[config.mk]
export PLATFORM = sky130hd
export DESIGN_NAME = shift_chain_controller
export DESIGN_NICKNAME = d
export VERILOG_FILES = /design/src/rtl/shift_chain_controller.sv
export SDC_FILE = /design/constraint.sdc
export NUM_CORES = 1
export LEC_CHECK = 0
export CAP_MARGIN = 20
export CORE_MARGIN = 10
export CORE_UTILIZATION = 50
export DETAILED_ROUTE_END_ITERATION = 16
export GPL_ROUTABILITY_DRIVEN = 0
export PLACE_DENSITY = 0.8
export SYNTH_ARGS = -nofsm -noshare
export SYNTH_HDL_FRONTEND = slang
export SYNTH_SLANG_ARGS = --single-unit
export TNS_END_PERCENT = 30
[constraint.sdc]
create_clock -name clock -period 2.5 [get_ports clock]
set_input_delay 0.5 -clock clock [delete_from_list [all_inputs] [get_ports clock]]
set_output_delay 0.5 -clock clock [all_outputs]
set_load 0.005 [all_outputs]
[src/rtl/shift_chain_controller.sv]
// Shares a daisy-chain of 9-bit serial-to-parallel stages between two requesters:
// round-robin arbitration, divided shift clock, one pad bit per stage, output blanking.
module shift_chain_controller #(
  parameter int CHAIN_LEN = 2,
  parameter int DIV       = 4
) (
  input  logic                   clock,
  input  logic                   reset_n,
  input  logic                   req0_valid,
  input  logic [8*CHAIN_LEN-1:0] req0_data,
  output logic                   req0_ready,
  input  logic                   req1_valid,
  input  logic [8*CHAIN_LEN-1:0] req1_data,
  output logic                   req1_ready,
  output logic                   sr_clock,
  output logic                   sr_data,
  output logic                   sr_oe,
  output logic                   busy,
  output logic                   done,
  output logic                   grant_id,
  output logic [1:0]             state_dbg
);

  localparam int NBITS = 9 * CHAIN_LEN;
  localparam int DIV_W = (DIV > 1) ? $clog2(DIV) : 1;
  localparam int BIT_W = $clog2(NBITS);

  typedef enum logic [1:0] {
    ST_IDLE     = 2'd0,
    ST_SHIFT_LO = 2'd1,
    ST_SHIFT_HI = 2'd2,
    ST_DONE     = 2'd3
  } state_t;

  state_t             state_q, state_d;
  logic [NBITS-1:0]   frame_q, frame_d;
  logic [DIV_W-1:0]   div_q, div_d;
  logic [BIT_W-1:0]   bit_q, bit_d;
  logic               last_q, last_d;
  logic               sr_clock_q, sr_clock_d;
  logic               sr_data_q, sr_data_d;
  logic               sr_oe_q, sr_oe_d;
  logic               busy_q, busy_d;
  logic               done_q, done_d;
  logic               grant_id_q, grant_id_d;

  logic               grant0, grant1, accept, accept_id;
  logic               div_end, bit_end;
  logic [NBITS-1:0]   accept_frame;

  // Stage k occupies frame bits [9k+8:9k] with its pad bit on top, so sending
  // the frame MSB first lands the farthest stage's pad bit deepest in the chain.
  function automatic logic [NBITS-1:0] pad_frame(input logic [8*CHAIN_LEN-1:0] d);
    logic [NBITS-1:0] p;
    p = '0;
    for (int k = 0; k < CHAIN_LEN; k++) begin
      p[9*k +: 9] = {1'b0, d[8*k +: 8]};
    end
    return p;
  endfunction

  // Handshake: a frame transfers on a rising clock edge where valid and ready
  // are both high. Ready is only offered in IDLE, to at most one requester; a
  // requester holds valid and data stable until ready, and may withdraw valid.
  // last_q holds the id granted last; both valid -> the other one wins.
  always_comb begin
    grant0       = req0_valid & (~req1_valid | last_q);
    grant1       = req1_valid & (~req0_valid | ~last_q);
    req0_ready   = (state_q == ST_IDLE) & grant0;
    req1_ready   = (state_q == ST_IDLE) & grant1;
    accept       = req0_ready | req1_ready;
    accept_id    = req1_ready;
    accept_frame = pad_frame(req1_ready ? req1_data : req0_data);
    div_end      = (div_q == DIV_W'(DIV - 1));
    bit_end      = (bit_q == BIT_W'(NBITS - 1));
  end

  // State register
  always_ff @(posedge clock or negedge reset_n) begin
    if (!reset_n) begin
      state_q <= ST_IDLE;
    end else begin
      state_q <= state_d;
    end
  end

  // Next-state logic
  always_comb begin
    state_d = state_q;
    case (state_q)
      ST_IDLE:     if (accept) state_d = ST_SHIFT_LO;
      ST_SHIFT_LO: if (div_end) state_d = ST_SHIFT_HI;
      ST_SHIFT_HI: if (div_end) state_d = bit_end ? ST_DONE : ST_SHIFT_LO;
      ST_DONE:     state_d = ST_IDLE;
      default:     state_d = ST_IDLE;
    endcase
  end

  // Output / datapath next values; every chain-facing output is registered
  always_comb begin
    frame_d    = frame_q;
    div_d      = div_q;
    bit_d      = bit_q;
    last_d     = last_q;
    sr_clock_d = sr_clock_q;
    sr_data_d  = sr_data_q;
    sr_oe_d    = sr_oe_q;
    grant_id_d = grant_id_q;
    done_d     = 1'b0;
    busy_d     = (state_d != ST_IDLE);
    case (state_q)
      ST_IDLE: begin
        if (accept) begin
          frame_d    = accept_frame;
          sr_data_d  = accept_frame[NBITS-1];
          sr_clock_d = 1'b0;
          sr_oe_d    = 1'b0;
          grant_id_d = accept_id;
          last_d     = accept_id;
          div_d      = '0;
          bit_d      = '0;
        end
      end
      ST_SHIFT_LO: begin
        div_d = div_end ? '0 : div_q + 1'b1;
        if (div_end) sr_clock_d = 1'b1;
      end
      ST_SHIFT_HI: begin
        div_d = div_end ? '0 : div_q + 1'b1;
        if (div_end) begin
          sr_clock_d = 1'b0;
          if (bit_end) begin
            done_d  = 1'b1;
            sr_oe_d = 1'b1;
          end else begin
            // Data advances together with the falling shift clock only.
            bit_d     = bit_q + 1'b1;
            frame_d   = {frame_q[NBITS-2:0], frame_q[NBITS-1]};
            sr_data_d = frame_q[NBITS-2];
          end
        end
      end
      ST_DONE: begin
        sr_clock_d = 1'b0;
      end
      default: ;
    endcase
  end

  always_ff @(posedge clock or negedge reset_n) begin
    if (!reset_n) begin
      frame_q    <= '0;
      div_q      <= '0;
      bit_q      <= '0;
      last_q     <= 1'b1;
      sr_clock_q <= 1'b0;
      sr_data_q  <= 1'b0;
      sr_oe_q    <= 1'b0;
      busy_q     <= 1'b0;
      done_q     <= 1'b0;
      grant_id_q <= 1'b0;
    end else begin
      frame_q    <= frame_d;
      div_q      <= div_d;
      bit_q      <= bit_d;
      last_q     <= last_d;
      sr_clock_q <= sr_clock_d;
      sr_data_q  <= sr_data_d;
      sr_oe_q    <= sr_oe_d;
      busy_q     <= busy_d;
      done_q     <= done_d;
      grant_id_q <= grant_id_d;
    end
  end

  assign sr_clock  = sr_clock_q;
  assign sr_data   = sr_data_q;
  assign sr_oe     = sr_oe_q;
  assign busy      = busy_q;
  assign done      = done_q;
  assign grant_id  = grant_id_q;
  assign state_dbg = state_q;

  ap_one_ready: assert property (@(posedge clock) disable iff (!reset_n)
    !(req0_ready && req1_ready));
  ap_oe_low_shifting: assert property (@(posedge clock) disable iff (!reset_n)
    (state_q == ST_SHIFT_LO || state_q == ST_SHIFT_HI) |-> !sr_oe_q);

endmodule

==> impl_metrics.yaml, run 1 <==
timing:
  rsz0062_at_grt: "false"
  period_share: 0.929
  fin_crit_ps: 2320
  final-hold-violation-count: 0
  setup_tns_ps: 0
  setup_viol: 0
  slew_viol_final: 0
  max_freq_ghz: 0.430
  relSlewSlack: 0.307
  final.setup_skew_ps: 3.90
  worst_pin_slew_ps: 1040
drt:
  vias: 1752
  drc_errors: 0
  wl_mm: 4.97
  ant_nets: 0
  detail_route.first_pass.iterations: 4
  avgViaCountPerCell: 5.96
  drtIter0Drc: 120
  wl_per_cell_um: 16.9
cts:
  cts_root_buf: "clkbuf_8"
  worstSkewPairLatency_ps: 280
  hold_buffers: 0
  cts_setup_buffers: 0
  clk_pin_slew_ps: 60
  cts_tree: "built"
  cts_buffers: 5
  clock_sinks: 33
  cts_buffer_depth: 2
  cts_max_level: 2
floorplan:
  die_w_um: 83.5
  num_rows: 23
  die_h_um: 83.5
  ioPinCount: 46
  core_um2: 3940
  die-area_um2: 6970
  initial_core_util: 0.511
grt:
  gr-total-overflow: 0
  grt_pass1_vias: 1814
  grt_usage: 0.144
  antenna_found_initial: 0
  grt_pass1_wl_mm: 8.64
  grt_max_degree: 34
yosys:
  ys_warn_count: 0
  synth_area_per_cell_um2: 9.92
  syn_area_um2: 2010
  yosys.area_share.simple: 0.173
  ys_types: 41
  synth-async-reset-ratio: 1.00
  synth_flop_cell: "dfrtp_1"
  synth_edf_count: 0
  synth_xor_area_frac: 0
  synth_top_family_by_area: "compound AO/OA/AOI/OAI gates"
  synth_area_leaders: "dfrtp_1 (40%), mux2_2 (7.8%), nor4_1 (5.6%)"
  synth_adder_area_share: 0.0373
  synth-compound-area-share: 0.228
  syn_nets: 245
  synth_top_cell_by_area: "dfrtp_1"
  synth_top_area_frac: 0.398
  ys_seq_area_frac: 0.411
  synthCells: 203
  ys_ff_latch: 33
  synthMuxAreaShare: 0.0938
layout:
  layout-drive-gt1-share: 0.189
  n_antenna_cell: 0
  fin_util: 0.658
  nets: 286
  syn_to_final_growth_pct: 28.7
  fillCellCount: 326
placement:
  dpl.hpwl_mm: 3.47
  io_buffers: 45
worst_setup_path:
  r2r_setup_slack_ps: 330
  timing.rr.start: "div_q[0]$_DFFE_PN0P_"
  cp-end-kind: "output port"
  arrival_ps: 1820
  cp-start-kind: "flip-flop"
  reg2reg_to: "frame_q[1]$_DFFE_PN0P_"
  r2r.worst_path.cells: 4
  cp.required_ps: 2000
  critical_path_class: "reg -> out"
  worstPathMaxFanout: 11
worst_hold_path:
  hold_end: "grant_id$_DFFE_PN0P_"
  holdCritPathClass: "reg -> reg"
  hold_depth: 2
  hold_path_startpoint: "grant_id$_DFFE_PN0P_"
pwr:
  power_density_nw_per_um2: 407
  p_leak_nw: 1.07
  max-vdd-ir-drop_uv: 327
job:
  drv_cap: 0
outcome:
  outcome: "completed"
-- critical path, cell delays in order (launching register included) --
cell and delay (ps):
dfrtp_1 420, inv_1 160, ha_4 220, nand2_1 90, a21oi_1 140, clkdlybuf4s50_1 520
-- cells in the mapped netlist, drive strengths merged (2+ instances only) --
library cell / instances
buf: 12
o221a: 15
nand2: 7
a21oi: 5
dfrtp: 32
a31oi: 2
o22ai: 2
nand3: 6
clkbuf: 7
nor4: 18
or2: 2
a32o: 2
inv: 6
nor2: 20
mux2: 15
o21ai: 17
mux2i: 2
ha: 6
and3: 2
nor2b: 2
a22o: 9
a21o: 2
-- how the worst max path moves through the flow --
stage                            from                       to  slack [ps]  cells past startpoint
2_1_floorplan  state_dbg[0]$_DFF_PN0_  frame_q[17]$_DFFE_PN0P_         610                      8
3_3_place_gp               req1_valid   frame_q[6]$_DFFE_PN0P_         160                      4
3_5_place_dp               req1_valid   frame_q[1]$_DFFE_PN0P_         110                      4
4_1_cts        state_dbg[0]$_DFF_PN0_               req0_ready          10                      5
5_1_grt        state_dbg[0]$_DFF_PN0_               req0_ready           5                      5
6_report       state_dbg[0]$_DFF_PN0_               req0_ready         180                      5
-- per-stage QoR --
stage                     setup WS [ps]  instance area [um2]  instances  total power [W]  hold slack [ps]
after floorplan                     611                 2010        203         0.000590              204
final                               177                 2590        294          0.00105              495
after detailed placement            111                 2490        287         0.000665              473
after global placement              161                 2490        287         0.000663              473
after global routing               5.49                 2590        294          0.00109              532
after CTS                          11.7                 2580        294          0.00106              497
-- registers in the layout, summed over array words and instances, names as in the netlist --
signal and flops:
sr_clock 1, done 1, frame_q 18, last_q 1
bit_q 5, busy 1, sr_oe 1, grant_id 1
state_dbg 2, div_q 2
-- cell type report --
class / instances / area (um2) / area share
flip-flops and latches: 33 / 827 / 0.319
well taps: 50 / 62.6 / 0.0241
repair buffers: 53 / 510 / 0.197
clock buffers: 7 / 86.3 / 0.0333
inverters: 6 / 22.5 / 0.00869
multi-input cells: 145 / 1080 / 0.418
-- report_power, final --
part	switching [W]	total, W	internal (W)
sequential	0.0000109	0.000557	0.000547
clock	0.000182	0.000400	0.000218
combinational	0.0000261	0.0000972	0.0000711
total	0.000219	0.00105	0.000836
-- layout by cell type, fill, tap and decap left out, types with 5 or more instances in the layout --
cell             netlist  routed
o21ai_0               17      17
nor2_1                20      20
o221a_2               10      10
a22o_1                 9       9
nor4_1                18      18
dfrtp_1               32      32
inv_1                  6       6
nand3_1                5       5
clkdlybuf4s50_1        0      45
ha_1                   6       5
buf_4                  1       8
a21oi_1                5       5
clkbuf_8               0       6
nand2_1                7       7
mux2_2                14      14
o221a_1                5       5
-- layer usage --
metal	vias to the layer above	GRT usage	routed length (um)
met5	-	0	0
met4	0	0.0411	37
met3	4	0.0391	229
met2	48	0.237	2410
met1	842	0.180	2290
li1	858	-	-
-- cells by family (layout without fill, tap and decap cells) --
kind of cell	Yosys count	count (layout)
compound gates	59	59
fa+ha+maj	6	6
buf+inv	25	66
flops	33	33
mux	17	17
simple gates	63	63
-- repair_timing --
action	4_1_cts	5_1_grt
hold endpoints to repair	0	0
setup endpoints to repair	0	17
resized for setup	0	2
Note: power is estimated with default switching activity, not from simulation.
==> run 2: changes to the inputs <==
Settings changed: CORE_MARGIN 10 to default, CORE_UTILIZATION 50 to 25, DONT_BUFFER_PORTS from default to 1, PLACE_DENSITY 0.8 to default.
==> run 2 against run 1 <==
  * Design area shrank 13%
  * Hold slack got worse by 460 ps
  * Power up 7.1%
  * Sequential share of layout area up 4.9 points
  * Worst setup slack improved by 120 ps
  * Maximum frequency up 5.3%
  * Non-clock buffer count shrank 44
  * Combinational power fell by 55%
  * Flip-flop and latch count stayed put
  * Routed wire length down 0.10%
  * Register-to-register slack got worse by 40 ps
  * Global-route usage shrank 2.4 points
  * Critical path type is now reg -> reg
==> impl_metrics.yaml, run 2 (synthesis gave the netlist of run 1 again) <==
outcome:
  outcome: "completed"
layout:
  fillCellCount: 827
  n_antenna_cell: 0
  layout_common_cells: "dfrtp_1 (32), nor2_1 (20), nor4_1 (18)"
  stdcell_count: 303
  largest_reg_flops: 18
  reg_top3: "frame_q: 18 flops, bit_q: 5 flops"
  syn_to_final_growth_pct: 11.6
  largest-register: "frame_q"
  fin_area_um2: 2250
  final_common_cell: "dfrtp_1"
  layout-drive-gt1-share: 0.239
  nets: 242
drt:
  drtIter0Drc: 153
  drc_errors: 0
  detail_route.first_pass.iterations: 4
  ant_nets: 0
  wl_per_cell_um: 16.4
  wl_mm: 4.96
  vias: 1623
  avgViaCountPerCell: 5.36
job:
  drv_cap: 0
grt:
  gr-total-overflow: 0
  grt_pass1_vias: 1535
  grt_usage: 0.120
  grt_max_degree: 33
  antenna_found_initial: 0
  grt_pass1_wl_mm: 7.86
placement:
  place_area_um2: 2100
  io_buffers: 0
  dpl.cell_count: 293
  dpl.hpwl_mm: 3.20
timing:
  relSlewSlack: 0.599
  worst_pin_slew_ps: 602
  final-hold-violation-count: 0
  slew_viol_final: 0
  fin_crit_ps: 2210
  final.setup_skew_ps: 10.9
  rsz0062_at_grt: "false"
  hold_slack_ps: 33.1
  setup_tns_ps: 0
  max_freq_ghz: 0.453
  period_share: 0.883
  setup_viol: 0
pwr:
  power_density_nw_per_um2: 503
  p_leak_nw: 0.922
  max-vdd-ir-drop_uv: 184
  total_power_w: 0.00113
floorplan:
  ioPinCount: 46
  die-area_um2: 8420
  die_w_um: 91.8
  die_h_um: 91.8
  initial_core_util: 0.259
  core_um2: 7770
  num_rows: 32
cts:
  worstSkewPairLatency_ps: 290
  cts_setup_buffers: 0
  cts_max_level: 2
  cts_tree: "built"
  cts_root_buf: "clkbuf_8"
  clock_sinks: 33
  cts_buffers: 5
  cts_buffer_depth: 2
  clk_pin_slew_ps: 70
worst_setup_path:
  r2r.worst_path.cells: 7
  critical_path_class: "reg -> reg"
  cp-start-kind: "flip-flop"
  cp.required_ps: 2670
  cp-end-kind: "flip-flop"
  worstPathMaxFanout: 19
  arrival_ps: 2380
worst_hold_path:
  holdCritPathClass: "in -> async"
==> run 2: worst paths after layout <==
path,startpoint,end,slack [ps]
worst min register to register,div_q[1]$_DFFE_PN0P_,div_q[1]$_DFFE_PN0P_,500
worst max register to register,state_dbg[0]$_DFF_PN0_,bit_q[2]$_DFFE_PN0P_,290
worst max-delay path,state_dbg[0]$_DFF_PN0_,bit_q[2]$_DFFE_PN0P_,290
max in group asynchronous,reset_n,done$_DFF_PN0_,2280
worst min-delay path,reset_n,frame_q[10]$_DFFE_PN0P_,30
min in group clock,req0_valid,last_q$_DFFE_PN1P_,280
==> run 2: report_power, final <==
group          switching, W  total (W)  internal (W)
clock              0.000203   0.000528      0.000325
sequential        0.0000112   0.000557      0.000546
combinational     0.0000186  0.0000439     0.0000253
==> run 2: stage by stage <==
stage | worst slack [ps] | util
3_3_place_gp | 218 | 0.270
5_1_grt | 105 | 0.289
4_1_cts | 99.4 | 0.288
6_report | 293 | 0.289
3_5_place_dp | 121 | 0.270
2_1_floorplan | 611 | -
==> run 2: worst max-delay path: stages, from the launching register on <==
cell and delay (ps):
dfrtp_1 420, inv_1 130, ha_2 310, nor3b_2 340, buf_4 300, or2_2 280
o22ai_1 120, a22o_1 180
==> run 2: cell type report <==
cell class	count	area, um2	share of cell area
clock buffers	7	86.3	0.0384
clock inverters	1	30.0	0.0134
inverters	6	22.5	0.0100
multi-input cells	145	1070	0.478
flip-flops and latches	33	827	0.368
well taps	102	128	0.0568
repair buffers	9	80.1	0.0356
==> run 2: repair_timing <==
item | CTS | global route
resized for setup | 0 | 1
endpoints found under the setup margin | 0 | 1
endpoints found under the hold margin | 32 | 0
hold buffers | 1 | 0
==> run 2: layer usage <==
layer  global-route usage  vias up  routed length, um
met5                    0        -                  0
met4               0.0469        0                 58
met2                0.180       47               2240
met1                0.164      800               2390
li1                     -      769                  -
met3               0.0332        7                271
==> run 3: changes to the inputs <==
Settings changed: PLACE_DENSITY from default to 0.49.
==> run 3 against run 2 <==
  * Critical endpoint unchanged
  * Die area unchanged
  * Clock power decreased by 0.8%
  * Core utilization about the same
  * Hold slack improved by 3.9 ps
  * Routed wire length decreased by 3.9%
  * Clock-buffer cell count unchanged
  * Largest cell class unchanged
  * Global-route usage increased by 0.17 points
  * Power decreased by 0.35%
  * Flip-flop and latch count unchanged
  * Register-to-register slack got worse by 30 ps
  * Combinational power about the same
  * Cell count decreased by 0.66%
==> impl_metrics.yaml, run 3 (synthesis gave the netlist of run 1 again) <==
pwr:
  p_leak_nw: 0.915
  switchingPower_w: 0.000229
  power_density_nw_per_um2: 501
  max-vdd-ir-drop_uv: 157
  clockPowerShare: 0.466
  internal_power_w: 0.000897
  p_seq_frac: 0.495
  sw_frac_of_total: 0.203
  p_comb_frac: 0.039
floorplan:
  initial_core_util: 0.259
  die-area_um2: 8420
  die_w_um: 91.8
  num_rows: 32
  die_h_um: 91.8
  ioPinCount: 46
  core_um2: 7770
layout:
  final_common_cell: "dfrtp_1"
  multi_input_area_um2: 1090
  syn_to_final_growth_pct: 11.4
  largest_reg_flops: 18
  layout-drive-gt1-share: 0.236
  layout_common_cells: "dfrtp_1 (32), nor2_1 (19), nor4_1 (18)"
  fin_util: 0.289
  reg_top3: "frame_q: 18 flops, bit_q: 5 flops"
  nets: 240
  fillCellCount: 820
  regArea_um2: 827
  n_antenna_cell: 0
  largest-register: "frame_q"
drt:
  wl_per_cell_um: 15.8
  ant_nets: 0
  drc_errors: 0
  avgViaCountPerCell: 5.21
  wl_mm: 4.77
  drtIter0Drc: 54
  detail_route.first_pass.iterations: 4
  vias: 1569
cts:
  cts_root_buf: "clkbuf_8"
  worstSkewPairLatency_ps: 290
  clk_pin_slew_ps: 70
  cts_buffer_depth: 2
  cts_max_level: 2
  clock_sinks: 33
  cts_tree: "built"
  cts_setup_buffers: 0
  cts_buffers: 5
grt:
  grt_pass1_vias: 1542
  gr-total-overflow: 0
  grt_usage: 0.122
  antenna_found_initial: 0
  grt_max_degree: 33
  grt_pass1_wl_mm: 8.09
placement:
  io_buffers: 0
  dpl.hpwl_mm: 3.14
job:
  drv_cap: 0
worst_setup_path:
  worst_path_max_delay_cell: "dfrtp_1"
  cp-end-kind: "flip-flop"
  r2r_setup_slack_ps: 260
  critical_path_class: "reg -> reg"
  cp_num_buf_inv: 2
  reg2reg_to: "bit_q[2]$_DFFE_PN0P_"
  cp.required_ps: 2680
  timing.rr.start: "state_dbg[0]$_DFF_PN0_"
  setup.worst_path.start: "state_dbg[0]$_DFF_PN0_"
  worstPathMaxFanout: 21
  crit_chain: "inv_1, ha_1, nor3b_2, buf_4, or2_2, o22ai_1, a22o_1"
  cpPeakStageDelay_ps: 430
  cp-start-kind: "flip-flop"
  arrival_ps: 2410
  cp_top_family: "simple AND/OR/NAND/NOR gates"
  r2r.worst_path.cells: 7
timing:
  setup_tns_ps: 0
  max_freq_ghz: 0.447
  fin_crit_ps: 2240
  final.setup_skew_ps: 13.4
  final-hold-violation-count: 0
  relSlewSlack: 0.552
  rsz0062_at_grt: "false"
  worst_pin_slew_ps: 671
  slew_viol_final: 0
  setup_viol: 0
  period_share: 0.894
outcome:
  outcome: "completed"
worst_hold_path:
  holdCritPathClass: "in -> async"
## run 3: changes by cell type in the layout (fill, tap and decap cells not counted)
cell     before  now
nand3_4       0    1
nand3_2       1    0
nor2_1       20   19
buf_4         8    6
or3_4         0    1
nor2_2        0    1
ha_2          1    0
or3_1         1    0
ha_1          5    6
## run 3: worst max path at each step
stage,end,depth (start not counted)
floorplan,frame_q[17]$_DFFE_PN0P_,8
global placement,frame_q[7]$_DFFE_PN0P_,6
detailed placement,frame_q[9]$_DFFE_PN0P_,6
CTS,req1_ready,4
global route,bit_q[2]$_DFFE_PN0P_,7
finish,bit_q[2]$_DFFE_PN0P_,7
## run 3: cell type report
cell class / instances / area share
sequential: 33 / 0.368
clock inverter: 1 / 0.0134
clock buffer: 7 / 0.0385
inverter: 6 / 0.0100
multi-input combinational: 145 / 0.484
tap: 102 / 0.0569
timing repair buffer: 7 / 0.0290
## run 3: power groups by stage
stage               clock network, W  logic [W]  registers [W]
floorplan                          0  0.0000264       0.000564
global placement                   0  0.0000301       0.000568
detailed placement                 0  0.0000313       0.000567
CTS                         0.000540  0.0000458       0.000557
global route                0.000563  0.0000494       0.000559
finish                      0.000524  0.0000438       0.000557
## run 3: routing by layer
layer,vias to the layer above,part of all wire,track usage,wire (um)
met4,0,0.011,0.0326,54
li1,761,-,-,-
met3,6,0.050,0.0307,236
met2,45,0.44,0.179,2110
met5,-,0,0,0
met1,757,0.50,0.177,2360
## run 3: stage by stage
| stage | total power [W] | cell area [um2] | setup WS (ps) | hold WS, ps | cells |
|---|---|---|---|---|---|
| after floorplan | 0.000590 | 2010 | 611 | 204 | 203 |
| after global placement | 0.000598 | 2090 | 186 | 206 | 292 |
| after detailed placement | 0.000598 | 2090 | 112 | 206 | 292 |
| after CTS | 0.00114 | 2230 | 36.6 | 36.0 | 301 |
| after global routing | 0.00117 | 2240 | 79.9 | 30.2 | 301 |
| final | 0.00113 | 2240 | 264 | 37.0 | 301 |
## run 3: timing repair
action,CTS,global route
hold buffers,1,0
endpoints found under the hold margin,32,0
resized for setup,0,3
endpoints found under the setup margin,0,16
## run 3: worst reg2reg max path, cell delays in order (launching register included)
cell	delay (ps)
dfrtp_1	430
inv_1	120
ha_1	400
nor3b_2	320
buf_4	300
or2_2	270
o22ai_1	110
a22o_1	180
